[src/rtl/vending_if.sv]
// Vending controller <-> datapath/coin-acceptor signal bundle.
// master = controller side, slave = datapath/environment side.
interface vending_if;
  logic coin;
  logic tot_lt_s;
  logic tot_ld;
  logic tot_clr;
  logic d;
  logic busy;

  modport master (
    input  coin,
    input  tot_lt_s,
    output tot_ld,
    output tot_clr,
    output d,
    output busy
  );

  modport slave (
    output coin,
    output tot_lt_s,
    input  tot_ld,
    input  tot_clr,
    input  d,
    input  busy
  );
endinterface

[src/rtl/vending_ctrl.sv]
// Vending machine control FSM: counts coin rising edges, sequences total load and
// price compare, pulses dispense, and clears an abandoned partial total after idling.
module vending_ctrl #(
  parameter int DISP_CYCLES    = 4,
  parameter int TIMEOUT_CYCLES = 1000
) (
  input logic      clk_i,
  input logic      rst_i,
  vending_if.master bus
);

  localparam logic [2:0] S_INIT  = 3'd0;
  localparam logic [2:0] S_WAIT  = 3'd1;
  localparam logic [2:0] S_ADD   = 3'd2;
  localparam logic [2:0] S_CHECK = 3'd3;
  localparam logic [2:0] S_DISP  = 3'd4;

  localparam int IW = (TIMEOUT_CYCLES == 0) ? 1 : $clog2(TIMEOUT_CYCLES + 1);
  localparam int DW = (DISP_CYCLES < 2) ? 1 : $clog2(DISP_CYCLES);
  localparam logic [IW-1:0] IDLE_LAST = (TIMEOUT_CYCLES == 0) ? '0 : IW'(TIMEOUT_CYCLES - 1);
  localparam logic [DW-1:0] DISP_LAST = DW'(DISP_CYCLES - 1);

  logic [2:0]    r_state;
  logic          r_coin_q;
  logic          r_pend;
  logic [DW-1:0] r_disp_cnt;
  logic [IW-1:0] r_idle_cnt;

  logic [2:0]    w_state_next;
  logic          w_pend_next;
  logic [DW-1:0] w_disp_cnt_next;
  logic [IW-1:0] w_idle_cnt_next;
  logic          w_coin_rise;

  assign w_coin_rise = bus.coin & ~r_coin_q;

  always_comb begin
    w_state_next    = r_state;
    w_pend_next     = r_pend;
    w_disp_cnt_next = r_disp_cnt;
    w_idle_cnt_next = '0;
    case (r_state)
      S_INIT: begin
        w_state_next = S_WAIT;
        w_pend_next  = 1'b0;
      end
      S_WAIT: begin
        if (w_coin_rise || r_pend) begin
          w_state_next = S_ADD;
          w_pend_next  = 1'b0;
        end else begin
          // Saturate rather than wrap so a disabled timeout never aliases to zero.
          w_idle_cnt_next = (r_idle_cnt != {IW{1'b1}}) ? r_idle_cnt + IW'(1) : r_idle_cnt;
          if ((TIMEOUT_CYCLES != 0) && (r_idle_cnt == IDLE_LAST)) begin
            w_state_next    = S_INIT;
            w_idle_cnt_next = '0;
          end
        end
      end
      S_ADD: begin
        w_state_next = S_CHECK;
        if (w_coin_rise) w_pend_next = 1'b1;
      end
      S_CHECK: begin
        if (w_coin_rise) w_pend_next = 1'b1;
        if (!bus.tot_lt_s) begin
          w_state_next    = S_DISP;
          w_disp_cnt_next = '0;
        end else begin
          w_state_next = S_WAIT;
        end
      end
      S_DISP: begin
        w_disp_cnt_next = r_disp_cnt + DW'(1);
        if (r_disp_cnt == DISP_LAST) begin
          w_state_next = S_INIT;
          w_pend_next  = 1'b0;
        end
      end
      default: begin
        w_state_next = S_INIT;
        w_pend_next  = 1'b0;
      end
    endcase
  end

  // coin_q resets high so a coin already present at reset is not counted.
  always_ff @(posedge clk_i) begin
    if (rst_i) begin
      r_state    <= S_INIT;
      r_coin_q   <= 1'b1;
      r_pend     <= 1'b0;
      r_disp_cnt <= '0;
      r_idle_cnt <= '0;
    end else begin
      r_state    <= w_state_next;
      r_coin_q   <= bus.coin;
      r_pend     <= w_pend_next;
      r_disp_cnt <= w_disp_cnt_next;
      r_idle_cnt <= w_idle_cnt_next;
    end
  end

  assign bus.tot_clr = (r_state == S_INIT);
  assign bus.tot_ld  = (r_state == S_ADD);
  assign bus.d       = (r_state == S_DISP);
  assign bus.busy    = (r_state != S_WAIT);

endmodule
[src/flat_wrapper.sv]
// flat-port wrapper written by rule: the top's interface ports become plain ports
module vending_ctrl_flat 
#(
  parameter int DISP_CYCLES    = 4,
  parameter int TIMEOUT_CYCLES = 1000
)
  (clk_i, rst_i, bus_coin, bus_tot_lt_s, bus_tot_ld, bus_tot_clr, bus_d, bus_busy);
  vending_if bus_i ();
  input logic clk_i;
  input logic rst_i;
  input wire logic [$bits(bus_i.coin)-1:0] bus_coin;
  input wire logic [$bits(bus_i.tot_lt_s)-1:0] bus_tot_lt_s;
  output wire logic [$bits(bus_i.tot_ld)-1:0] bus_tot_ld;
  output wire logic [$bits(bus_i.tot_clr)-1:0] bus_tot_clr;
  output wire logic [$bits(bus_i.d)-1:0] bus_d;
  output wire logic [$bits(bus_i.busy)-1:0] bus_busy;
  assign bus_i.coin = bus_coin;
  assign bus_i.tot_lt_s = bus_tot_lt_s;
  assign bus_tot_ld = bus_i.tot_ld;
  assign bus_tot_clr = bus_i.tot_clr;
  assign bus_d = bus_i.d;
  assign bus_busy = bus_i.busy;
  vending_ctrl #(.DISP_CYCLES(DISP_CYCLES), .TIMEOUT_CYCLES(TIMEOUT_CYCLES)) u_core (.clk_i(clk_i), .rst_i(rst_i), .bus(bus_i));
endmodule
[config.mk]
export PLATFORM = sky130hd
export DESIGN_NAME = vending_ctrl_flat
export DESIGN_NICKNAME = d
export VERILOG_FILES = /design/src/rtl/vending_if.sv /design/src/rtl/vending_ctrl.sv /design/src/flat_wrapper.sv
export SDC_FILE = /design/constraint.sdc
export NUM_CORES = 1
export LEC_CHECK = 0
export CORE_ASPECT_RATIO = 0.7
export CORE_MARGIN = 2
export CORE_UTILIZATION = 40
export CTS_BUF_LIST = sky130_fd_sc_hd__clkbuf_2
export CTS_CLUSTER_SIZE = 40
export DETAILED_ROUTE_END_ITERATION = 12
export HOLD_SLACK_MARGIN = 0.12
export PLACE_DENSITY = 0.63
export SYNTH_ARGS = -nofsm -noshare
export SYNTH_HDL_FRONTEND = slang
export SYNTH_SLANG_ARGS = --single-unit
[constraint.sdc]
create_clock -name clk_i -period 2.6 [get_ports clk_i]
set_input_delay 0.78 -clock clk_i [delete_from_list [all_inputs] [get_ports clk_i]]
set_output_delay 0.78 -clock clk_i [all_outputs]
set_load 0.02 [all_outputs]
==> parameters.txt <==
Parameter                              Value

Synth
  Post-synthesis sequential area ratio    between 30% and 40%
  Cell area after synthesis    927.1 um2
  Top cells by area in the synthesized netlist    sky130_fd_sc_hd__dfxtp_1, sky130_fd_sc_hd__nor2_1, sky130_fd_sc_hd__buf_6, sky130_fd_sc_hd__a21oi_1, sky130_fd_sc_hd__a211oi_2
  Fraction of registers with async set/reset    0%
  Post-synthesis area per instance    9.658 um2
  Mapped Nets    between 100 and 150
  EDFF count, synth    0
  Synthesized instance count    96
  Primary FF master, synth    sky130_fd_sc_hd__dfxtp_1
  Yosys Warn Count    0
  Count of state elements after synthesis    17
  Share of Yosys cell area claimed by the top area cell type    a little under two fifths
  Leading area contributor after synthesis    sky130_fd_sc_hd__dfxtp_1
  Number of different library cells in the post-synthesis netlist    36

Finish
  Share of cells above drive strength 1    between 20% and 30%
  Antenna diode count    0
  Area overhead of the layout relative to synthesis    8.637%
  Final #Nets    between 100 and 150

Routing
  Total wire length    approximately 1.6 mm
  Via count    between 600 and 700
  Remaining DRCs    0
  Mean number of vias per cell    between 5 and 6
  1st-pass router iterations    4
  Post-detailed-route count of antenna-violating nets    0
  First-iteration detailed-routing DRC count    16
  Routed wirelength normalized by instance count    about 12 um

Timing
  Slew at the pin with the worst max-slew slack    0.3816 ns
  Final setup violation count    0
  Setup ws final    between 0.2 and 0.3 ns
  Final critical path time including I/O delays and setup    around 2.3 ns
  Post-route fraction of the period consumed by the critical path    approximately 90%
  F_max    around 430 MHz
  Largest clock skew in the final design    roughly 0.01 ns
  Slew headroom    roughly three quarters
  Worst slack on hold paths    between 0.5 and 0.6 ns
  Setup repair after global routing missed its margin    no
  Final Hold Violating Endpoints    0
  Sum Neg Setup Slack    0 ns
  Max-slew violation count    0

Global routing
  Global-route wire length before repair    between 2 and 3 mm
  Vias in the first global route    between 600 and 700
  Global-route total usage across every layer    approximately 15%
  Grt total ovfl    0
  Initial antenna violation count    0
  Largest net degree at the start of global routing    11

Outcome
  Outcome    completed

CTS
  Hold Buf Count CTS    0
  Clock tree sinks    17
  Maximum clock path buffer count    2
  PostCTS Resize Cnt    3
  Root cell of the clock tree    sky130_fd_sc_hd__clkbuf_2
  Number of buffers inserted during clock tree synthesis    3
  Clock Latency Late Sink    approximately 0.29 ns
  Clock slew seen by the registers of the worst setup and hold paths    0.16 ns
  H-tree depth reported by CTS    1
  Clock tree from TritonCTS    built
  Setup Fix Bufs, Post-CTS    0

Power and ir drop
  Standby leakage power    approximately 0.00037 uW
  PwrDens    432.1 nW/um2
  Peak supply drop    ~0.23 mV

Setup path
  Crit. End Element    primary output
  Category of the critical setup timing path    reg2out
  Largest driver fanout on the critical path    10
  Required time of the worst setup path    between 1.5 and 2 ns
  Type of element launching the critical path    flip-flop
  Worst endpoint data arrival time    between 1.5 and 2 ns

Placement
  Detailed placer's ending HPWL    1.249 mm
  Post-Place Setup Slack    between 0.2 and 0.3 ns
  Count of input and output buffers    7
  GP Congestion    between 0.7 and 0.8

Floorplanning
  Die Footprint    roughly 2700 um2
  Std-Cell Rows    14
  Overall die width    between 60 and 70 um
  Area inside the core boundary    about 2200 um2
  IO Pins    8
  Starting Density    42.68%
  Chip height    around 44 um

Job
  Max_cap viols    0

Min path
  Worst hold-check path type    reg2reg
path summary, 6_finish.rpt:
kind                   startpoint              endpoint  slack [ns]  cells after the start
max reg2reg  u_core.r_idle_cnt[0]  u_core.r_idle_cnt[4]        0.96                      5
max             u_core.r_state[0]              bus_busy        0.26                      2
min reg2reg     u_core.r_state[2]     u_core.r_state[1]        0.50                      1
min             u_core.r_state[2]     u_core.r_state[1]        0.50                      1
report_power, final:
group | switching [uW] | total (uW) | internal, uW
logic | 20.4 | 41.5 | 21.1
clock network | 80.4 | 121 | 40.8
registers | 7.91 | 272 | 265
final cells by class:
class,count,area (um2)
multi-input combinational,71,511.7
tap,32,40.04
fill,229,1165
sequential,17,345.3
timing repair buffer,8,78.83
inverter,3,11.26
clock buffer,4,20.02
through the flow:
step / util [%] / instance area (um2) / cells / power (uW)
3_5_place_dp: 45.16 / 980.9 / 131 / 320.9
2_1_floorplan: - / 927.1 / 96 / 307.0
5_1_grt: 46.37 / 1007 / 135 / 463.5
4_1_cts: 46.14 / 1002 / 135 / 445.8
6_report: 46.37 / 1007 / 135 / 435.2
3_3_place_gp: 45.16 / 980.9 / 131 / 319.6
synthesized netlist by cell type, drive strengths merged, types with 3 or more instances:
| library cell | number |
|---|---|
| a211oi | 4 |
| a21oi | 8 |
| buf | 4 |
| dfxtp | 17 |
| inv | 3 |
| nand2 | 5 |
| nand3 | 4 |
| nor2 | 14 |
| nor2b | 4 |
| nor3 | 4 |
| xnor2 | 3 |
critical path, stage by stage (launching register included):
cell,delay (ns)
sky130_fd_sc_hd__dfxtp_1,0.58
sky130_fd_sc_hd__nand2_1,0.13
sky130_fd_sc_hd__clkdlybuf4s50_1,0.56
kinds of logic (layout without fill, tap and decap cells):
kind of cell / count (synthesis) / after routing / synth area share [%]
compound gates: 21 / 21 / 17.82
flops: 17 / 17 / 36.71
mux: 1 / 1 / 1.080
fa+ha+maj: 2 / 2 / 2.699
xor+xnor: 3 / 3 / 2.835
simple gates: 44 / 44 / 30.77
buf+inv: 8 / 15 / 8.097
flip-flops by register name, indices dropped and copies added (netlist names):
name               count
u_core.r_idle_cnt     10
u_core.r_state         3
u_core.r_disp_cnt      2
u_core.r_coin_q        1
u_core.r_pend          1
layer usage:
layer | vias to the layer above | routed length (um) | share of wire [%] | global-route usage (%)
li1 | 364 | - | - | -
met1 | 312 | 942 | 58 | 22.16
met2 | 4 | 633 | 39 | 20.42
met3 | 2 | 45 | 2.8 | 6.140
met4 | 0 | 9 | 0.55 | 3.830
met5 | - | 0 | 0 | 0
cell usage in the layout (no fill, tap or decap), types with 3 or more instances in the layout:
master / netlist / final
sky130_fd_sc_hd__dfxtp_1: 17 / 15
sky130_fd_sc_hd__nor2_1: 13 / 13
sky130_fd_sc_hd__a21oi_1: 8 / 8
sky130_fd_sc_hd__nand2_1: 5 / 5
sky130_fd_sc_hd__clkdlybuf4s50_1: 0 / 5
sky130_fd_sc_hd__clkbuf_2: 0 / 4
sky130_fd_sc_hd__nor2b_1: 3 / 3
sky130_fd_sc_hd__nor3_1: 3 / 3
sky130_fd_sc_hd__inv_1: 3 / 3
sky130_fd_sc_hd__xnor2_1: 3 / 3
sky130_fd_sc_hd__nand3_1: 3 / 3
sky130_fd_sc_hd__a211oi_2: 3 / 3
Power figures use the tool's default switching activity.
